<file path="src/rtl/mem_wb_pipe_if.sv">
// MEM->WB pipeline bus: instruction fields in, last-stage fields and forwarding out.
interface mem_wb_pipe_if #(
  parameter int unsigned DATA_W = 32,
  parameter int unsigned ADDR_W = 5,
  parameter int unsigned CTRL_W = 2,
  parameter int unsigned CNT_W  = 16
);
  logic              stall_i;
  logic              flush_i;
  logic              valid_i;
  logic [DATA_W-1:0] mem_data_i;
  logic [ADDR_W-1:0] addr_i;
  logic [CTRL_W-1:0] memtoreg_i;
  logic              regwrite_i;
  logic [ADDR_W-1:0] rs_addr_i;
  logic [DATA_W-1:0] mem_data_o;
  logic [ADDR_W-1:0] addr_o;
  logic [CTRL_W-1:0] memtoreg_o;
  logic              regwrite_o;
  logic              valid_o;
  logic              fwd_hit_o;
  logic [DATA_W-1:0] fwd_data_o;
  logic [CNT_W-1:0]  stall_cnt_o;

  modport master (
    output stall_i, flush_i, valid_i, mem_data_i, addr_i, memtoreg_i, regwrite_i, rs_addr_i,
    input  mem_data_o, addr_o, memtoreg_o, regwrite_o, valid_o, fwd_hit_o, fwd_data_o,
           stall_cnt_o
  );

  modport slave (
    input  stall_i, flush_i, valid_i, mem_data_i, addr_i, memtoreg_i, regwrite_i, rs_addr_i,
    output mem_data_o, addr_o, memtoreg_o, regwrite_o, valid_o, fwd_hit_o, fwd_data_o,
           stall_cnt_o
  );
endinterface

</file>
<file path="src/rtl/mem_wb_pipe.sv">
// MEM->WB register chain, STAGES deep, with stall/flush, forwarding lookup and a
// saturating stall counter. Stage 0 is youngest; the last stage drives the outputs.
module mem_wb_pipe #(
  parameter int unsigned DATA_W = 32,
  parameter int unsigned ADDR_W = 5,
  parameter int unsigned CTRL_W = 2,
  parameter int unsigned STAGES = 1,
  parameter int unsigned CNT_W  = 16
) (
  input  logic          clk,
  input  logic          reset,
  mem_wb_pipe_if.slave  bus
);

  localparam int NStg = int'(STAGES);
  localparam int Last = NStg - 1;

  if (STAGES < 1 || STAGES > 4) begin : g_bad_stages
    $error("mem_wb_pipe: STAGES must be in 1..4");
  end

  logic [DATA_W-1:0] r_data     [NStg];
  logic [ADDR_W-1:0] r_addr     [NStg];
  logic [CTRL_W-1:0] r_memtoreg [NStg];
  logic [NStg-1:0]   r_regwrite;
  logic [NStg-1:0]   r_valid;
  logic [CNT_W-1:0]  r_stall_cnt;

  logic              w_load0;
  logic              w_fwd_hit;
  logic [DATA_W-1:0] w_fwd_data;

  // Stage 0 is written on a flush (bubble) even while the older stages hold.
  assign w_load0 = bus.flush_i | ~bus.stall_i;

  // Stage registers: bubble/load into stage 0, shift the rest unless stalled.
  always_ff @(posedge clk or posedge reset) begin
    if (reset) begin
      for (int k = 0; k < NStg; k++) begin
        r_data[k]     <= '0;
        r_addr[k]     <= '0;
        r_memtoreg[k] <= '0;
        r_regwrite[k] <= 1'b0;
        r_valid[k]    <= 1'b0;
      end
    end else begin
      if (w_load0) begin
        if (bus.flush_i) begin
          r_data[0]     <= '0;
          r_addr[0]     <= '0;
          r_memtoreg[0] <= '0;
          r_regwrite[0] <= 1'b0;
          r_valid[0]    <= 1'b0;
        end else begin
          r_data[0]     <= bus.mem_data_i;
          r_addr[0]     <= bus.addr_i;
          r_memtoreg[0] <= bus.memtoreg_i;
          r_regwrite[0] <= bus.regwrite_i & bus.valid_i;
          r_valid[0]    <= bus.valid_i;
        end
      end
      if (!bus.stall_i) begin
        for (int k = 1; k < NStg; k++) begin
          r_data[k]     <= r_data[k-1];
          r_addr[k]     <= r_addr[k-1];
          r_memtoreg[k] <= r_memtoreg[k-1];
          r_regwrite[k] <= r_regwrite[k-1];
          r_valid[k]    <= r_valid[k-1];
        end
      end
    end
  end

  // Stall counter: counts every stalled edge (flush included) and sticks at all-ones.
  always_ff @(posedge clk or posedge reset) begin
    if (reset) begin
      r_stall_cnt <= '0;
    end else if (bus.stall_i && (r_stall_cnt != {CNT_W{1'b1}})) begin
      r_stall_cnt <= r_stall_cnt + 1'b1;
    end
  end

  // Forwarding lookup: walk oldest to youngest so the youngest match wins; r0 never matches.
  always_comb begin
    w_fwd_hit  = 1'b0;
    w_fwd_data = '0;
    for (int k = Last; k >= 0; k--) begin
      if (r_valid[k] && r_regwrite[k] && (r_addr[k] == bus.rs_addr_i) && (r_addr[k] != '0)) begin
        w_fwd_hit  = 1'b1;
        w_fwd_data = r_data[k];
      end
    end
  end

  assign bus.mem_data_o  = r_data[Last];
  assign bus.addr_o      = r_addr[Last];
  assign bus.memtoreg_o  = r_memtoreg[Last];
  assign bus.regwrite_o  = r_regwrite[Last] & r_valid[Last];
  assign bus.valid_o     = r_valid[Last];
  assign bus.fwd_hit_o   = w_fwd_hit;
  assign bus.fwd_data_o  = w_fwd_data;
  assign bus.stall_cnt_o = r_stall_cnt;

endmodule

</file>
<file path="src/flat_wrapper.sv">
// flat-port wrapper written by rule: the top's interface ports become plain ports
module mem_wb_pipe_flat 
#(
  parameter int unsigned DATA_W = 32,
  parameter int unsigned ADDR_W = 5,
  parameter int unsigned CTRL_W = 2,
  parameter int unsigned STAGES = 1,
  parameter int unsigned CNT_W  = 16
)
  (clk, reset, bus_stall_i, bus_flush_i, bus_valid_i, bus_mem_data_i, bus_addr_i, bus_memtoreg_i, bus_regwrite_i, bus_rs_addr_i, bus_mem_data_o, bus_addr_o, bus_memtoreg_o, bus_regwrite_o, bus_valid_o, bus_fwd_hit_o, bus_fwd_data_o, bus_stall_cnt_o);
  mem_wb_pipe_if #(.DATA_W(DATA_W), .ADDR_W(ADDR_W), .CTRL_W(CTRL_W), .CNT_W(CNT_W)) bus_i ();
  input  logic clk;
  input  logic reset;
  input wire logic [$bits(bus_i.stall_i)-1:0] bus_stall_i;
  input wire logic [$bits(bus_i.flush_i)-1:0] bus_flush_i;
  input wire logic [$bits(bus_i.valid_i)-1:0] bus_valid_i;
  input wire logic [$bits(bus_i.mem_data_i)-1:0] bus_mem_data_i;
  input wire logic [$bits(bus_i.addr_i)-1:0] bus_addr_i;
  input wire logic [$bits(bus_i.memtoreg_i)-1:0] bus_memtoreg_i;
  input wire logic [$bits(bus_i.regwrite_i)-1:0] bus_regwrite_i;
  input wire logic [$bits(bus_i.rs_addr_i)-1:0] bus_rs_addr_i;
  output wire logic [$bits(bus_i.mem_data_o)-1:0] bus_mem_data_o;
  output wire logic [$bits(bus_i.addr_o)-1:0] bus_addr_o;
  output wire logic [$bits(bus_i.memtoreg_o)-1:0] bus_memtoreg_o;
  output wire logic [$bits(bus_i.regwrite_o)-1:0] bus_regwrite_o;
  output wire logic [$bits(bus_i.valid_o)-1:0] bus_valid_o;
  output wire logic [$bits(bus_i.fwd_hit_o)-1:0] bus_fwd_hit_o;
  output wire logic [$bits(bus_i.fwd_data_o)-1:0] bus_fwd_data_o;
  output wire logic [$bits(bus_i.stall_cnt_o)-1:0] bus_stall_cnt_o;
  assign bus_i.stall_i = bus_stall_i;
  assign bus_i.flush_i = bus_flush_i;
  assign bus_i.valid_i = bus_valid_i;
  assign bus_i.mem_data_i = bus_mem_data_i;
  assign bus_i.addr_i = bus_addr_i;
  assign bus_i.memtoreg_i = bus_memtoreg_i;
  assign bus_i.regwrite_i = bus_regwrite_i;
  assign bus_i.rs_addr_i = bus_rs_addr_i;
  assign bus_mem_data_o = bus_i.mem_data_o;
  assign bus_addr_o = bus_i.addr_o;
  assign bus_memtoreg_o = bus_i.memtoreg_o;
  assign bus_regwrite_o = bus_i.regwrite_o;
  assign bus_valid_o = bus_i.valid_o;
  assign bus_fwd_hit_o = bus_i.fwd_hit_o;
  assign bus_fwd_data_o = bus_i.fwd_data_o;
  assign bus_stall_cnt_o = bus_i.stall_cnt_o;
  mem_wb_pipe #(.DATA_W(DATA_W), .ADDR_W(ADDR_W), .CTRL_W(CTRL_W), .STAGES(STAGES), .CNT_W(CNT_W)) u_core (.clk(clk), .reset(reset), .bus(bus_i));
endmodule
</file>
<file path="config.mk">
export PLATFORM = sky130hd
export DESIGN_NAME = mem_wb_pipe_flat
export DESIGN_NICKNAME = d
export VERILOG_FILES = /design/src/rtl/mem_wb_pipe_if.sv /design/src/rtl/mem_wb_pipe.sv /design/src/flat_wrapper.sv
export SDC_FILE = /design/constraint.sdc
export NUM_CORES = 1
export LEC_CHECK = 0
export ABC_AREA = 0
export BUFFER_PORTS_ARGS = -buffer_cell sky130_fd_sc_hd__buf_2
export CAP_MARGIN = 0
export CORE_AREA = 5 5 88 90
export DETAILED_ROUTE_END_ITERATION = 12
export DIE_AREA = 0 0 93 95
export PLACE_DENSITY = 0.75
export SYNTH_ARGS = -nofsm -noshare
export SYNTH_HDL_FRONTEND = slang
export SYNTH_SLANG_ARGS = --single-unit
export TNS_END_PERCENT = 50
</file>
<file path="constraint.sdc">
create_clock -name clk -period 1.7 [get_ports clk]
set_input_delay 0.255 -clock clk [delete_from_list [all_inputs] [get_ports clk]]
set_output_delay 0.255 -clock clk [all_outputs]
set_load 0.05 [all_outputs]
</file>
==> qor.csv, run 1 <==
stage;metric;value;unit
routing;final_antenna_net_count;0;
synthesis;synth-seq-cells;57;
grt;grt_pass1_vias;2545;
sta;slew_violations;0;
floorplanning;start_util;0.391;
worst_setup_path;cp_max_fo;8;
sta;setup_slack;-442;ps
grt;overflow;0;
cts;clk_pin_slew;60;ps
floorplanning;rows;31;
cts;clockBufferDepth;2;
cts;cts_num_sinks;57;
worst_setup_path;cp_cell_sequence;xor2_1, nor3_1, and4_4, clkbuf_16, and2_4, buf_8;
routing;routed_via_density;4.95;
synthesis;synth_nets;303;
cts;htreeDepth;3;
worst_setup_path;worst-setup-path-type;flip-flop to primary output;
floorplanning;coreArea;6980;um2
cts;clock_latency;330;ps
floorplanning;ios;140;
power;p_leak;2.33;nW
worst_setup_path;critPathCaptureType;primary output;
synthesis;avgSynthCellArea;10.8;um2
worst_setup_path;rr_worst_depth;4;
outcome;run_status;complete, but fails checks;
synthesis;synth_cells;252;
layout;n_antenna_cell;0;
worst_setup_path;reg2reg_slack;70;ps
outcome;violations;negative hold slack, negative setup slack;
cts;hold_buffers;0;
placed_design;place.port_buffers;139;
grt;grt_max_degree;31;
floorplanning;die_area;8840;um2
routing;drt_first_pass_iters;4;
layout;fin_area;4370;um2
routing;drt_iter0_drc;56;
worst_setup_path;cp.arrival;1890;ps
synthesis;synth-seq-area-share;0.522;
worst_setup_path;critPathBufInv;2;
power;p_per_area;898;nW/um2
layout;utilization;0.626;
routing;drc;0;
synthesis;syn_area;2730;um2
cts;cts_root_buf;clkbuf_8;
layout;final_nets;458;
layout;fill_cells;575;
worst_setup_path;r2r_end;u_core.bus.stall_cnt_o[1];
layout;area_growth;59.8;%
worst_setup_path;startpoint_type;flip-flop;
placed_design;place_congestion;0.821;
power;ir_worst_vdd;0.895;mV
hold_path;min_path_type;input pin to async pin;
cts;cts_tree;yes;
sta;final.period_utilization;1.26;
placed_design;hpwl;5.49;mm
sta;hold_ws;-6.47;ps
cts;cts_buffers;9;
sta;fin_skew;8.47;ps
worst_setup_path;crit_path_max_incr_delay;420;ps
worst_setup_path;cp.required;1440;ps
worst_setup_path;crit_slowest_cell;dfrtp_2;
synthesis;synth_cell_type_count;30;
sta;setup_viol_count_final;33;
floorplanning;die_w;93;um
layout;layout_commonest_cell;buf_2;
job;maxCapViolCount;0;
worst_setup_path;cp_top_family;simple AND/OR/NAND/NOR gates;
grt;antenna_found_initial;0;
sta;timing.fmax;467;MHz
synthesis;ys.warnings.count;0;
routing;vias;2446;
sta;hold_viol_final;12;
placed_design;dpl_cell_area;3750;um2
routing;drt-total-wl;7.96;mm
routing;detail_route.wl_per_cell;16.1;um
worst_setup_path;r2r_start;u_core.bus.stall_cnt_o[8];
floorplanning;die_y;95;um
sta;slew_headroom;0.603;
grt;grt_usage;0.175;
sta;min_period;2140;ps
layout;drive_gt1_frac;0.583;
grt;grt_pass1_wl;12.1;mm
sta;tightest_slew;595;ps
sta;rsz0062_at_grt;true;
layout;most-common-layout-cells;buf_2 (106), nor2_1 (42), mux2i_1 (39);
==> flip-flops by register name, indices dropped and copies added, names as in the netlist <==
register / count
u_core.bus.memtoreg_o: 2
u_core.bus.valid_o: 1
u_core.bus.addr_o: 5
u_core.r_regwrite: 1
u_core.bus.stall_cnt_o: 16
u_core.bus.mem_data_o: 32
==> how the worst max path moves through the flow <==
stage / from / end / slack [ps] / cells past startpoint
6_report: u_core.bus.addr_o[3] / bus_fwd_data_o[30] / -440 / 6
4_1_cts: u_core.bus.addr_o[2] / bus_fwd_data_o[31] / -460 / 6
3_5_place_dp: u_core.bus.addr_o[2] / bus_fwd_data_o[6] / -170 / 6
3_3_place_gp: u_core.bus.addr_o[2] / bus_fwd_data_o[0] / -110 / 6
2_1_floorplan: u_core.bus.addr_o[4] / bus_fwd_data_o[22] / -120 / 5
5_1_grt: u_core.bus.addr_o[2] / bus_fwd_data_o[1] / -560 / 7
==> worst reg2reg max path: cells and delay by family (launching register included) <==
kind,cells,cell delay (ps)
compound gates,1,390
simple gates,1,190
flops,1,440
mux,1,300
buf+inv,1,210
==> power by group <==
group          switching, mW  internal [mW]
clock network          0.515          0.641
logic                  0.753          0.338
registers              0.176           1.50
==> layer usage <==
metal / track usage / share of wire / vias to the layer above / wire length, um
met5: 0 / 0 / - / 0
met4: 0.0684 / 0.016 / 0 / 127
met3: 0.0359 / 0.064 / 13 / 511
met2: 0.317 / 0.52 / 94 / 4170
met1: 0.203 / 0.40 / 1172 / 3150
li1: - / - / 1167 / -
==> kinds of logic after synthesis <==
group           share of synthesized area
fa+ha+maj                         0.00458
buf+inv                            0.0224
flops                               0.522
simple gates                        0.222
xor+xnor                           0.0481
compound gates                     0.0284
mux                                 0.152
==> cells in the mapped netlist, drive strengths merged <==
cell type | n | area [um2]
and2 | 33 | 206
nand2 | 8 | 30.0
xor2 | 13 | 114
o21ai | 6 | 30.0
o41ai | 1 | 27.5
and4 | 1 | 8.76
nand4 | 6 | 73.8
nor4 | 8 | 50.1
mux2i | 39 | 390
ha | 1 | 12.5
mux2 | 2 | 26.3
or2 | 2 | 12.5
a21oi | 1 | 5.00
buf | 6 | 27.5
nor3 | 7 | 35.0
nand3 | 4 | 20.0
clkbuf | 7 | 26.3
inv | 2 | 7.51
nor2b | 1 | 6.26
xnor2 | 2 | 17.5
a22oi | 1 | 7.51
o21a | 1 | 7.51
or3 | 1 | 6.26
dfrtp | 57 | 1430
nor2 | 42 | 158
==> cell type report <==
cell class              count  area (um2)  area share
flip-flops and latches     57        1450       0.332
multi-input cells         180        1380       0.316
repair buffers            157        1240       0.285
clock buffers              13         169      0.0387
well taps                  82         103      0.0235
clock inverters             3        15.0     0.00344
inverters                   2        7.51     0.00172
==> metrics by stage <==
| step | hold WS, ps | power [mW] | setup TNS [ps] | setup WS, ps | instances |
|---|---|---|---|---|---|
| floorplan | 408 | 2.44 | -5750 | -125 | 252 |
| global placement | 347 | 2.75 | -3210 | -108 | 474 |
| detailed placement | 372 | 2.78 | -5080 | -172 | 474 |
| CTS | 9.69 | 3.96 | -14240 | -459 | 491 |
| global route | 39.1 | 4.11 | -17400 | -557 | 494 |
| finish | -6.47 | 3.92 | -14030 | -442 | 494 |
==> timing repair <==
item / 4_1_cts / 5_1_grt
pin swaps: 11 / 14
gates resized for setup: 96 / 11
gates cloned: 1 / 1
endpoints found under the hold margin: 0 / 0
endpoints found under the setup margin: 33 / 37
setup buffers: 0 / 2
Note: power is estimated with default switching activity, not from simulation.
==> inputs of run 2 (changes only) <==
==> constraint.sdc (replaced) <==
create_clock -name clk -period 1.7 [get_ports clk]
set_input_delay 0.17 -clock clk [delete_from_list [all_inputs] [get_ports clk]]
set_output_delay 0.17 -clock clk [all_outputs]
set_load 0.05 [all_outputs]
==> qor.csv, run 2 (synthesized netlist as in run 1, its figures left out) <==
stage;metric;value;unit;change
cts;clockBufferDepth;2;;unchanged
job;maxCapViolCount;0;;unchanged
routing;vias;2423;;-0.94%
routing;wl_met2;4.15;mm;-0.38%
placed_design;place_inst;469;;-1.1%
power;p_per_area;901;nW/um2;+0.39%
routing;met1_length;3.00;mm;-4.8%
cts;clock_latency;330;ps;about the same
layout;area_growth;56.3;%;
sta;setup_viol_count_final;33;;unchanged
grt;grt_usage;0.177;;+0.00214
sta;slew_violations;0;;unchanged
routing;drt_first_pass_iters;4;;unchanged
cts;cts_num_sinks;57;;unchanged
floorplanning;die_y;95;um;unchanged
routing;detail_route.wl_per_cell;16.0;um;-0.82%
layout;layout_commonest_cell;buf_2;;
cts;cts_root_buf;clkbuf_8;;
sta;hold_viol_final;0;;-12
routing;final_antenna_net_count;0;;unchanged
worst_setup_path;cp.required;1530;ps;+90 ps
floorplanning;rows;31;;unchanged
sta;setup_slack;-303;ps;+139 ps
layout;final_nets;453;;-1.1%
routing;highest_layer;met4;;
cts;cts_tree;yes;;
worst_setup_path;critPathCapture;bus_fwd_data_o[19];;
outcome;violations;negative setup slack;;
grt;grt_max_degree;42;;+35%
routing;drc;0;;unchanged
placed_design;place_congestion;0.791;;-3.6%
worst_setup_path;cp.arrival;1830;ps;-60 ps
sta;timing.fmax;499;MHz;+6.9%
sta;slew_headroom;0.497;;-0.106
routing;routed_via_density;4.96;;about the same
grt;grt_pass1_vias;2554;;+0.35%
hold_path;min_path_type;input pin to flip-flop;;
routing;drt-total-wl;7.81;mm;-1.8%
floorplanning;ios;140;;unchanged
floorplanning;start_util;0.391;;unchanged
sta;rsz0062_at_grt;true;;
layout;final_cells;489;;-1.0%
worst_setup_path;cp_max_fo;13;;+5
worst_setup_path;reg2reg_slack;80;ps;about the same
cts;htreeDepth;3;;unchanged
layout;fin_area;4270;um2;-2.2%
sta;tightest_slew;754;ps;+159 ps
outcome;run_status;complete, but fails checks;;
cts;cts_buffers;9;;unchanged
placed_design;dpl_cell_area;3700;um2;-1.3%
placed_design;place.port_buffers;139;;unchanged
floorplanning;die_area;8840;um2;unchanged
sta;fin_skew;3.75;ps;-4.71 ps
placed_design;place_ws;-70.4;ps;+102 ps
grt;antenna_found_initial;0;;unchanged
power;ir_worst_vdd;0.873;mV;-2.5%
worst_setup_path;setup.worst_path.start;u_core.bus.addr_o[4];;
grt;overflow;0;;unchanged
floorplanning;die_w;93;um;unchanged
worst_setup_path;rr_worst_depth;6;;+2
layout;n_antenna_cell;0;;unchanged
routing;dr_wl_met3;506;um;-0.98%
sta;min_period;2000;ps;-139 ps
worst_setup_path;startpoint_type;flip-flop;;
power;p_leak;2.28;nW;-1.9%
layout;drive_gt1_frac;0.572;;-0.0100
routing;drt_iter0_drc;50;;-11%
sta;final.period_utilization;1.18;;-0.0818
worst_setup_path;critPathCaptureType;primary output;;
floorplanning;coreArea;6980;um2;unchanged
layout;largest_register_ffs;32;;unchanged
placed_design;hpwl;5.40;mm;-1.6%
cts;clk_pin_slew;70;ps;about the same
grt;grt_pass1_wl;12.4;mm;+2.3%
worst_setup_path;r2r_end;u_core.bus.stall_cnt_o[7];;
layout;most-common-layout-cells;buf_2 (107), nor2_1 (42), mux2i_1 (39);;
worst_setup_path;worst-setup-path-type;flip-flop to primary output;;
worst_setup_path;r2r_start;u_core.bus.stall_cnt_o[0];;
-- run 2: cell types whose count changed in the layout (fill, tap and decap cells not counted), moves of 2 or more --
cell | before | now
buf_4 | 12 | 8
buf_12 | 4 | 2
buf_6 | 1 | 3
buf_8 | 32 | 30
dfrtp_1 | 38 | 36
dfrtp_2 | 19 | 21
-- run 2: power breakdown --
| group | switching, mW | total (mW) | internal (mW) |
|---|---|---|---|
| logic | 0.736 | 1.05 | 0.316 |
| clock network | 0.509 | 1.11 | 0.602 |
| registers | 0.183 | 1.69 | 1.50 |
-- run 2: critical path, stage by stage (launching register included) --
cell	delay [ps]
dfrtp_2	400
or2_4	240
o21ai_1	110
and4_4	290
clkbuf_16	170
and2_4	150
buf_8	140
-- run 2: routing by layer --
metal,vias to the layer above,GRT usage
met2,90,0.320
met3,14,0.0422
met5,-,0
li1,1154,-
met1,1165,0.200
met4,0,0.0769
-- run 2: area by class of cell --
cell class / instances / area (um2)
Clock buffer: 13 / 159
Clock inverter: 3 / 15.0
Fill cell: 583 / 2710
Inverter: 2 / 7.51
Multi-Input combinational cell: 180 / 1380
Sequential cell: 57 / 1450
Tap cell: 82 / 103
Timing Repair Buffer: 152 / 1150
-- run 2: worst min path at each step --
stage,start,end,slack (ps),depth (start not counted)
floorplan,bus_addr_i[0],u_core.bus.addr_o[0],320,2
global placement,reset,u_core.bus.mem_data_o[2],280,2
detailed placement,reset,u_core.bus.mem_data_o[5],290,2
CTS,bus_mem_data_i[15],u_core.bus.mem_data_o[15],60,3
global route,bus_mem_data_i[3],u_core.bus.mem_data_o[3],80,3
finish,bus_mem_data_i[15],u_core.bus.mem_data_o[15],70,3
-- run 2: timing repair --
action,4_1_cts,5_1_grt
hold buffers,1,0
endpoints found under the setup margin,33,35
setup buffers,2,0
gates cloned,0,1
endpoints found under the hold margin,27,0
pin swaps,18,2
resized for setup,95,6
-- run 2: per-stage QoR --
step / TNS [ps] / power [mW] / hold slack, ps / utilization
6_report: -9500 / 3.85 / 73.8 / 0.612
3_5_place_dp: -2060 / 2.76 / 291 / 0.530
3_3_place_gp: -933 / 2.72 / 275 / 0.530
5_1_grt: -13190 / 4.04 / 81.9 / 0.612
4_1_cts: -10780 / 3.89 / 63.8 / 0.604
2_1_floorplan: -1410 / 2.45 / 323 / -
